**config.mk**
```make
export PLATFORM = sky130hd
export DESIGN_NAME = ls_issue_queue
export DESIGN_NICKNAME = d
export VERILOG_FILES = /design/src/rtl/ls_issue_queue.sv
export SDC_FILE = /design/constraint.sdc
export NUM_CORES = 1
export LEC_CHECK = 0
export CORE_MARGIN = 1
export CORE_UTILIZATION = 50
export CTS_BUF_LIST = sky130_fd_sc_hd__clkbuf_4
export DETAILED_ROUTE_END_ITERATION = 8
export PLACE_DENSITY = 0.83
export SYNTH_ARGS = -nofsm -noshare
export SYNTH_HDL_FRONTEND = slang
export SYNTH_SLANG_ARGS = --single-unit
```
**constraint.sdc**
```tcl
create_clock -name Clk -period 6 [get_ports Clk]
set_input_delay 1.2 -clock Clk [delete_from_list [all_inputs] [get_ports Clk]]
set_output_delay 1.2 -clock Clk [all_outputs]
set_load 0.005 [all_outputs]
```
**src/rtl/ls_issue_queue.sv**
```systemverilog
// In-order load/store issue queue feeding the data cache.
// Ops enter at the tail from dispatch, pick up missing base/store-data
// operands from the CDB while they wait, and leave from the head once
// the head's operands are complete and the cache accepts it.
module ls_issue_queue #(
    parameter int DEPTH = 4,
    parameter int PTR_W = 2,
    parameter int TAG_W = 5
) (
    input  logic             Clk,
    input  logic             Rst,
    input  logic             Disp_En,
    input  logic             Disp_Opcode,
    input  logic [TAG_W-1:0] Disp_Tag,
    input  logic [15:0]      Disp_Imm,
    input  logic [31:0]      Disp_RsData,
    input  logic [TAG_W-1:0] Disp_RsTag,
    input  logic             Disp_RsValid,
    input  logic [31:0]      Disp_RtData,
    input  logic [TAG_W-1:0] Disp_RtTag,
    input  logic             Disp_RtValid,
    input  logic             Cdb_Valid,
    input  logic [TAG_W-1:0] Cdb_Tag,
    input  logic [31:0]      Cdb_Data,
    output logic             Full,
    output logic [31:0]      IssueQue_Data,
    output logic [31:0]      IssueQue_Address,
    output logic [TAG_W-1:0] IssueQue_Tag,
    output logic             IssueQue_Opcode,
    output logic             IssueQue_Ready,
    input  logic             IssueQue_Issue
);

    typedef struct packed {
        logic             opcode;   // 1 = load, 0 = store
        logic [TAG_W-1:0] tag;
        logic [15:0]      imm;
        logic [31:0]      rs_data;
        logic [TAG_W-1:0] rs_tag;
        logic             rs_valid;
        logic [31:0]      rt_data;
        logic [TAG_W-1:0] rt_tag;
        logic             rt_valid;
    } entry_t;

    localparam logic [PTR_W:0] COUNT_FULL = (PTR_W+1)'(DEPTH);

    entry_t           entry_q [DEPTH];
    entry_t           entry_d [DEPTH];
    logic [DEPTH-1:0] valid_q, valid_d;
    logic [PTR_W-1:0] head_q, head_d;
    logic [PTR_W-1:0] tail_q, tail_d;
    logic [PTR_W:0]   count_q, count_d;

    entry_t head_e;
    entry_t disp_e;
    logic   head_valid;
    logic   push;
    logic   pop;

    assign head_e     = entry_q[head_q];
    assign head_valid = valid_q[head_q];

    // A same-cycle pop never frees a slot for dispatch: Full is purely registered.
    assign Full = (count_q == COUNT_FULL);
    assign push = Disp_En && !Full;

    // Ready is built only from head registers so the cache may form Issue from it.
    assign IssueQue_Ready   = head_valid && head_e.rs_valid && (head_e.opcode || head_e.rt_valid);
    assign IssueQue_Address = head_valid ? head_e.rs_data + {{16{head_e.imm[15]}}, head_e.imm} : '0;
    assign IssueQue_Data    = (head_valid && !head_e.opcode) ? head_e.rt_data : '0;
    assign IssueQue_Tag     = head_valid ? head_e.tag : '0;
    assign IssueQue_Opcode  = head_valid && head_e.opcode;
    assign pop              = IssueQue_Issue && IssueQue_Ready;

    // Build the incoming entry, forwarding a same-cycle CDB result into pending operands.
    always_comb begin
        // NOTE: every field gets a value on every path, so no latch is inferred.
        disp_e          = '0;
        disp_e.opcode   = Disp_Opcode;
        disp_e.tag      = Disp_Tag;
        disp_e.imm      = Disp_Imm;
        disp_e.rs_tag   = Disp_RsTag;
        disp_e.rt_tag   = Disp_RtTag;
        disp_e.rs_data  = Disp_RsData;
        disp_e.rs_valid = Disp_RsValid;
        disp_e.rt_data  = Disp_RtData;
        disp_e.rt_valid = Disp_RtValid;
        if (!Disp_RsValid && Cdb_Valid && (Cdb_Tag == Disp_RsTag)) begin
            disp_e.rs_data  = Cdb_Data;
            disp_e.rs_valid = 1'b1;
        end
        if (!Disp_RtValid && Cdb_Valid && (Cdb_Tag == Disp_RtTag)) begin
            disp_e.rt_data  = Cdb_Data;
            disp_e.rt_valid = 1'b1;
        end
    end

    // Next-state of the queue: CDB snoop, then push at tail and pop at head.
    always_comb begin
        entry_d = entry_q;
        valid_d = valid_q;
        head_d  = head_q;
        tail_d  = tail_q;
        count_d = count_q;

        for (int i = 0; i < DEPTH; i++) begin
            if (valid_q[i] && Cdb_Valid) begin
                if (!entry_q[i].rs_valid && (entry_q[i].rs_tag == Cdb_Tag)) begin
                    entry_d[i].rs_data  = Cdb_Data;
                    entry_d[i].rs_valid = 1'b1;
                end
                if (!entry_q[i].rt_valid && (entry_q[i].rt_tag == Cdb_Tag)) begin
                    entry_d[i].rt_data  = Cdb_Data;
                    entry_d[i].rt_valid = 1'b1;
                end
            end
        end

        if (push) begin
            entry_d[tail_q] = disp_e;
            valid_d[tail_q] = 1'b1;
            tail_d          = tail_q + PTR_W'(1);
        end

        if (pop) begin
            valid_d[head_q] = 1'b0;
            head_d          = head_q + PTR_W'(1);
        end

        case ({push, pop})
            2'b10:   count_d = count_q + (PTR_W+1)'(1);
            2'b01:   count_d = count_q - (PTR_W+1)'(1);
            default: count_d = count_q;
        endcase
    end

    // Control state: valids and pointers, cleared asynchronously.
    always_ff @(posedge Clk or posedge Rst) begin
        // NOTE: sequential state uses non-blocking assignments so all registers update together.
        if (Rst) begin
            valid_q <= '0;
            head_q  <= '0;
            tail_q  <= '0;
            count_q <= '0;
        end else begin
            valid_q <= valid_d;
            head_q  <= head_d;
            tail_q  <= tail_d;
            count_q <= count_d;
        end
    end

    // Entry payload storage.
    always_ff @(posedge Clk) begin
        // NOTE: payload is not reset; the valid bits gate every use of it.
        entry_q <= entry_d;
    end

endmodule

```
==> results.py <==
metrics = {
    "critical_path": {
        "cp_capture_type": "primary output",
        "timing.critical_path.arrival_ns": 4.71,
        "worstSetupPathType": "reg2out",
        "cp_slowest_cell": "mux4_2",
        "worst_ep_required_time_ns": 4.80,
        "cpPeakStageDelay_ns": 0.57,
        "type_of_element_launching_the_critical_path": "flop",
        "worst_r2r_endpoint": "count_q[2]$_DFFE_PP0P_",
        "r2r_start": "head_q[1]$_DFFE_PP0N_",
        "ff_to_ff_setup_slack_ns": 1.73,
        "worst_path_dominant_cell_family": "simple AND/OR/NAND/NOR gates",
        "timing.critical_path.buf_inv": 3,
        "maximum_fanout_along_the_worst_path": 22,
        "r2r.worst_path.cells": 14,
        "crit_chain": "buf_12, buf_16, mux4_2, ha_1, nand4_1, or3_1, or2_2, a31oi_1, o31ai_1, a21oi_1, clkdlybuf4s50_1",
    },
    "layout": {
        "final-seq-area_um2": 9410,
        "drive_above_1_share_pct": 25.7,
        "area_delta_synth_final_pct": 19.8,
        "final_cell_area_um2": 24100,
        "layout.cells.non_filler": 2525,
        "final_common_cell": "dfxtp_1",
        "final_net_count": 2106,
        "multi_input_comb_area_um2": 9860,
        "most_used_cells_in_the_layout_excluding_fill_and_tap_cells": "dfxtp_1 (264), or3_1 (227), clkdlybuf4s50_1 (211), o221a_2 (163), clkbuf_4 (151)",
        "n_fill_cell": 3077,
    },
    "routing": {
        "detail_route.iter0.violations": 1661,
        "firstDrtPassIters": 9,
        "totalWireLength_mm": 63.6,
        "drt-vias-per-instance": 6.62,
        "antenna_left": 0,
        "routed_wire_length_per_instance_um": 25.2,
        "routed-via-count": 16700,
        "drt_drc_violations_left": 0,
    },
    "sta": {
        "layout_min_cycle_time_ns": 5.91,
        "period_share_pct": 98.6,
        "maxSlewViolCount": 0,
        "max_freq_ghz": 0.169,
        "timing.slew.headroom_pct": 16.9,
        "finalSetupViolCount": 0,
        "timing.final.ws_setup_ns": 0.0856,
        "skew_ns": 0.0594,
        "tightestPinTransition_ns": 1.24,
        "timing.hold.ws_ns": 0.474,
        "final_hold_viol_count": 0,
    },
    "floorplanning": {
        "floorplan.die.width_um": 203,
        "num_io_pins": 212,
        "count_of_standard_cell_rows": 73,
        "placeableCoreArea_um2": 39700,
        "initial_utilization_pct": 50.6,
        "die_h_um": 203,
        "floorplan.die_area_um2": 41000,
    },
    "pwr": {
        "overall_power_consumption_mw": 17.3,
        "powerDensity_nw_per_um2": 719,
        "total_leakage_power_nw": 8.62,
        "vdd_ir_drop_max_uv": 308,
    },
    "outcome": {
        "run_status": "finished clean",
    },
    "yosys": {
        "synth_enable_flop_cells": 128,
        "synth_seq_area_share_pct": 46.8,
        "yosys_warnings": 0,
        "synth.ff_latch_count": 403,
        "ys_types": 71,
        "syn_inst": 1736,
        "synthArstFlopShare_pct": 2.73,
        "synth-main-ff-cell": "dfxtp_1",
        "syn_area_per_cell_um2": 11.6,
        "mappedNetlistNets": 1918,
        "synthesis.area_um2": 20100,
    },
    "min_path": {
        "hold_end": "count_q[2]$_DFFE_PP0P_",
        "min-delay-path-class": "reg2reg",
        "worstHoldStart": "count_q[2]$_DFFE_PP0P_",
        "min_path_cells": 1,
    },
    "grt": {
        "grt_usage_pct": 30.3,
        "global_route.overflow_total": 0,
        "first_pass_grt_wire_length_mm": 95.6,
        "grt_max_degree": 110,
        "antenna_found_initial": 10,
        "grt_pass1_vias": 16500,
    },
    "clocking": {
        "cts_tree": "yes",
        "worst_skew_pair.late_latency_ns": 0.80,
        "ctsRootBufferMaster": "clkbuf_4",
        "number_of_hold_repair_buffers_added_at_the_cts_stage": 0,
        "cts_inserted_buffers": 99,
        "tritoncts_num_sinks": 403,
        "htreeDepth": 3,
        "cts-root-to-sink-buffers": 3,
        "clkSlewWorstSetupHoldPaths_ns": 0.07,
    },
    "run": {
        "timing.max_cap.violations": 0,
    },
    "placement": {
        "worst_setup_slack_before_clock_tree_synthesis_ns": 0.524,
        "post-dp-hpwl_mm": 40.9,
        "placedCellCount": 2336,
        "postPlaceCellArea_um2": 22500,
        "finalWeightedCongestion": 0.919,
        "io_buffer_count": 211,
    },
}
state kept, by name, summed over array words and instances, names as in the netlist:
register and cells:
head_q 2, entry_q 392, valid_q 4, count_q 3
tail_q 2
how the worst max path moves through the flow:
stage,startpoint,end,slack [ns],cells after the start
after detailed placement,head_q[0]$_DFFE_PP0N_,IssueQue_Address[25],0.52,12
final,head_q[0]$_DFFE_PP0N_,IssueQue_Address[31],0.09,11
after global routing,head_q[0]$_DFFE_PP0N_,IssueQue_Address[31],-0.02,12
after floorplan,head_q[0]$_DFFE_PP0N_,IssueQue_Address[31],1.30,11
after CTS,head_q[0]$_DFFE_PP0N_,IssueQue_Address[30],0.01,12
after global placement,head_q[0]$_DFFE_PP0N_,IssueQue_Address[25],0.51,11
timing repair:
action / CTS / global route
buffers inserted: 7 / 5
endpoints found under the setup margin: 16 / 11
resized for setup: 2 / 18
pin swaps: 0 / 0
report_power, final:
part	leakage, nW	switching, mW	internal, mW
logic	4.33	5.14	5.20
clock network	0.769	1.11	1.26
registers	3.52	0.626	3.98
total	8.62	6.87	10.5
area by class of cell:
class | instances | area share [%]
Sequential cell | 403 | 39.1
Multi-Input combinational cell | 1094 | 40.9
Tap cell | 525 | 2.73
Antenna cell | 8 | 0.0831
Timing Repair Buffer | 268 | 11.0
Clock buffer | 151 | 4.71
Clock inverter | 18 | 0.639
Inverter | 58 | 0.904
Yosys cell counts, types with 3 or more instances:
master	number	area, um2
mux4_2	86	1940
xor2_1	39	342
o21ai_0	25	125
o22ai_1	34	213
a21o_1	8	60.1
or3_1	227	1420
mux2i_1	8	80.1
buf_2	34	170
xnor2_1	27	236
a22oi_1	5	37.5
inv_2	3	11.3
and3_1	5	31.3
nand2_1	38	143
dfrtp_1	11	275
o211a_1	3	30.0
nor3b_1	6	45.0
o211ai_1	8	60.1
ha_1	40	500
a21oi_1	73	365
nor2_1	34	128
nand3_1	11	55.1
o21a_1	16	120
o21bai_1	5	37.5
nand4_1	18	113
buf_1	32	120
nor3_1	25	125
dfxtp_1	264	5290
a31oi_1	5	31.3
and2_1	11	68.8
inv_1	54	203
o221a_2	163	1840
nor2b_1	35	219
buf_6	11	124
o221a_1	62	698
nand2b_1	10	62.6
clkbuf_1	101	379
a211oi_1	8	60.1
o21ai_1	9	45.0
nor4_1	9	56.3
edfxtp_1	128	3840
o31ai_1	5	37.5
layer usage:
layer	up-vias	part of all wire, %	GRT usage (%)
li1	7267	-	-
met1	8272	40	40.1
met2	1024	47	47.5
met3	142	10	6.60
met4	4	3.2	14.5
met5	-	0.049	0
cells by family (layout without fill, tap and decap cells):
logic type	after synthesis	after routing	synth area share [%]
mux	96	96	10.1
fa+ha+maj	42	42	2.69
simple gates	440	440	12.8
xor+xnor	66	66	2.87
flops	403	403	46.8
compound gates	450	450	19.6
buf+inv	239	495	5.13
other cells	0	8	0
through the flow:
stage,setup TNS (ns),utilization (%)
finish,0,60.6
global route,-0.0209,60.6
CTS,0,60.3
detailed placement,0,56.7
global placement,0,56.7
floorplan,0,-
(Power assumes the default switching activity.)
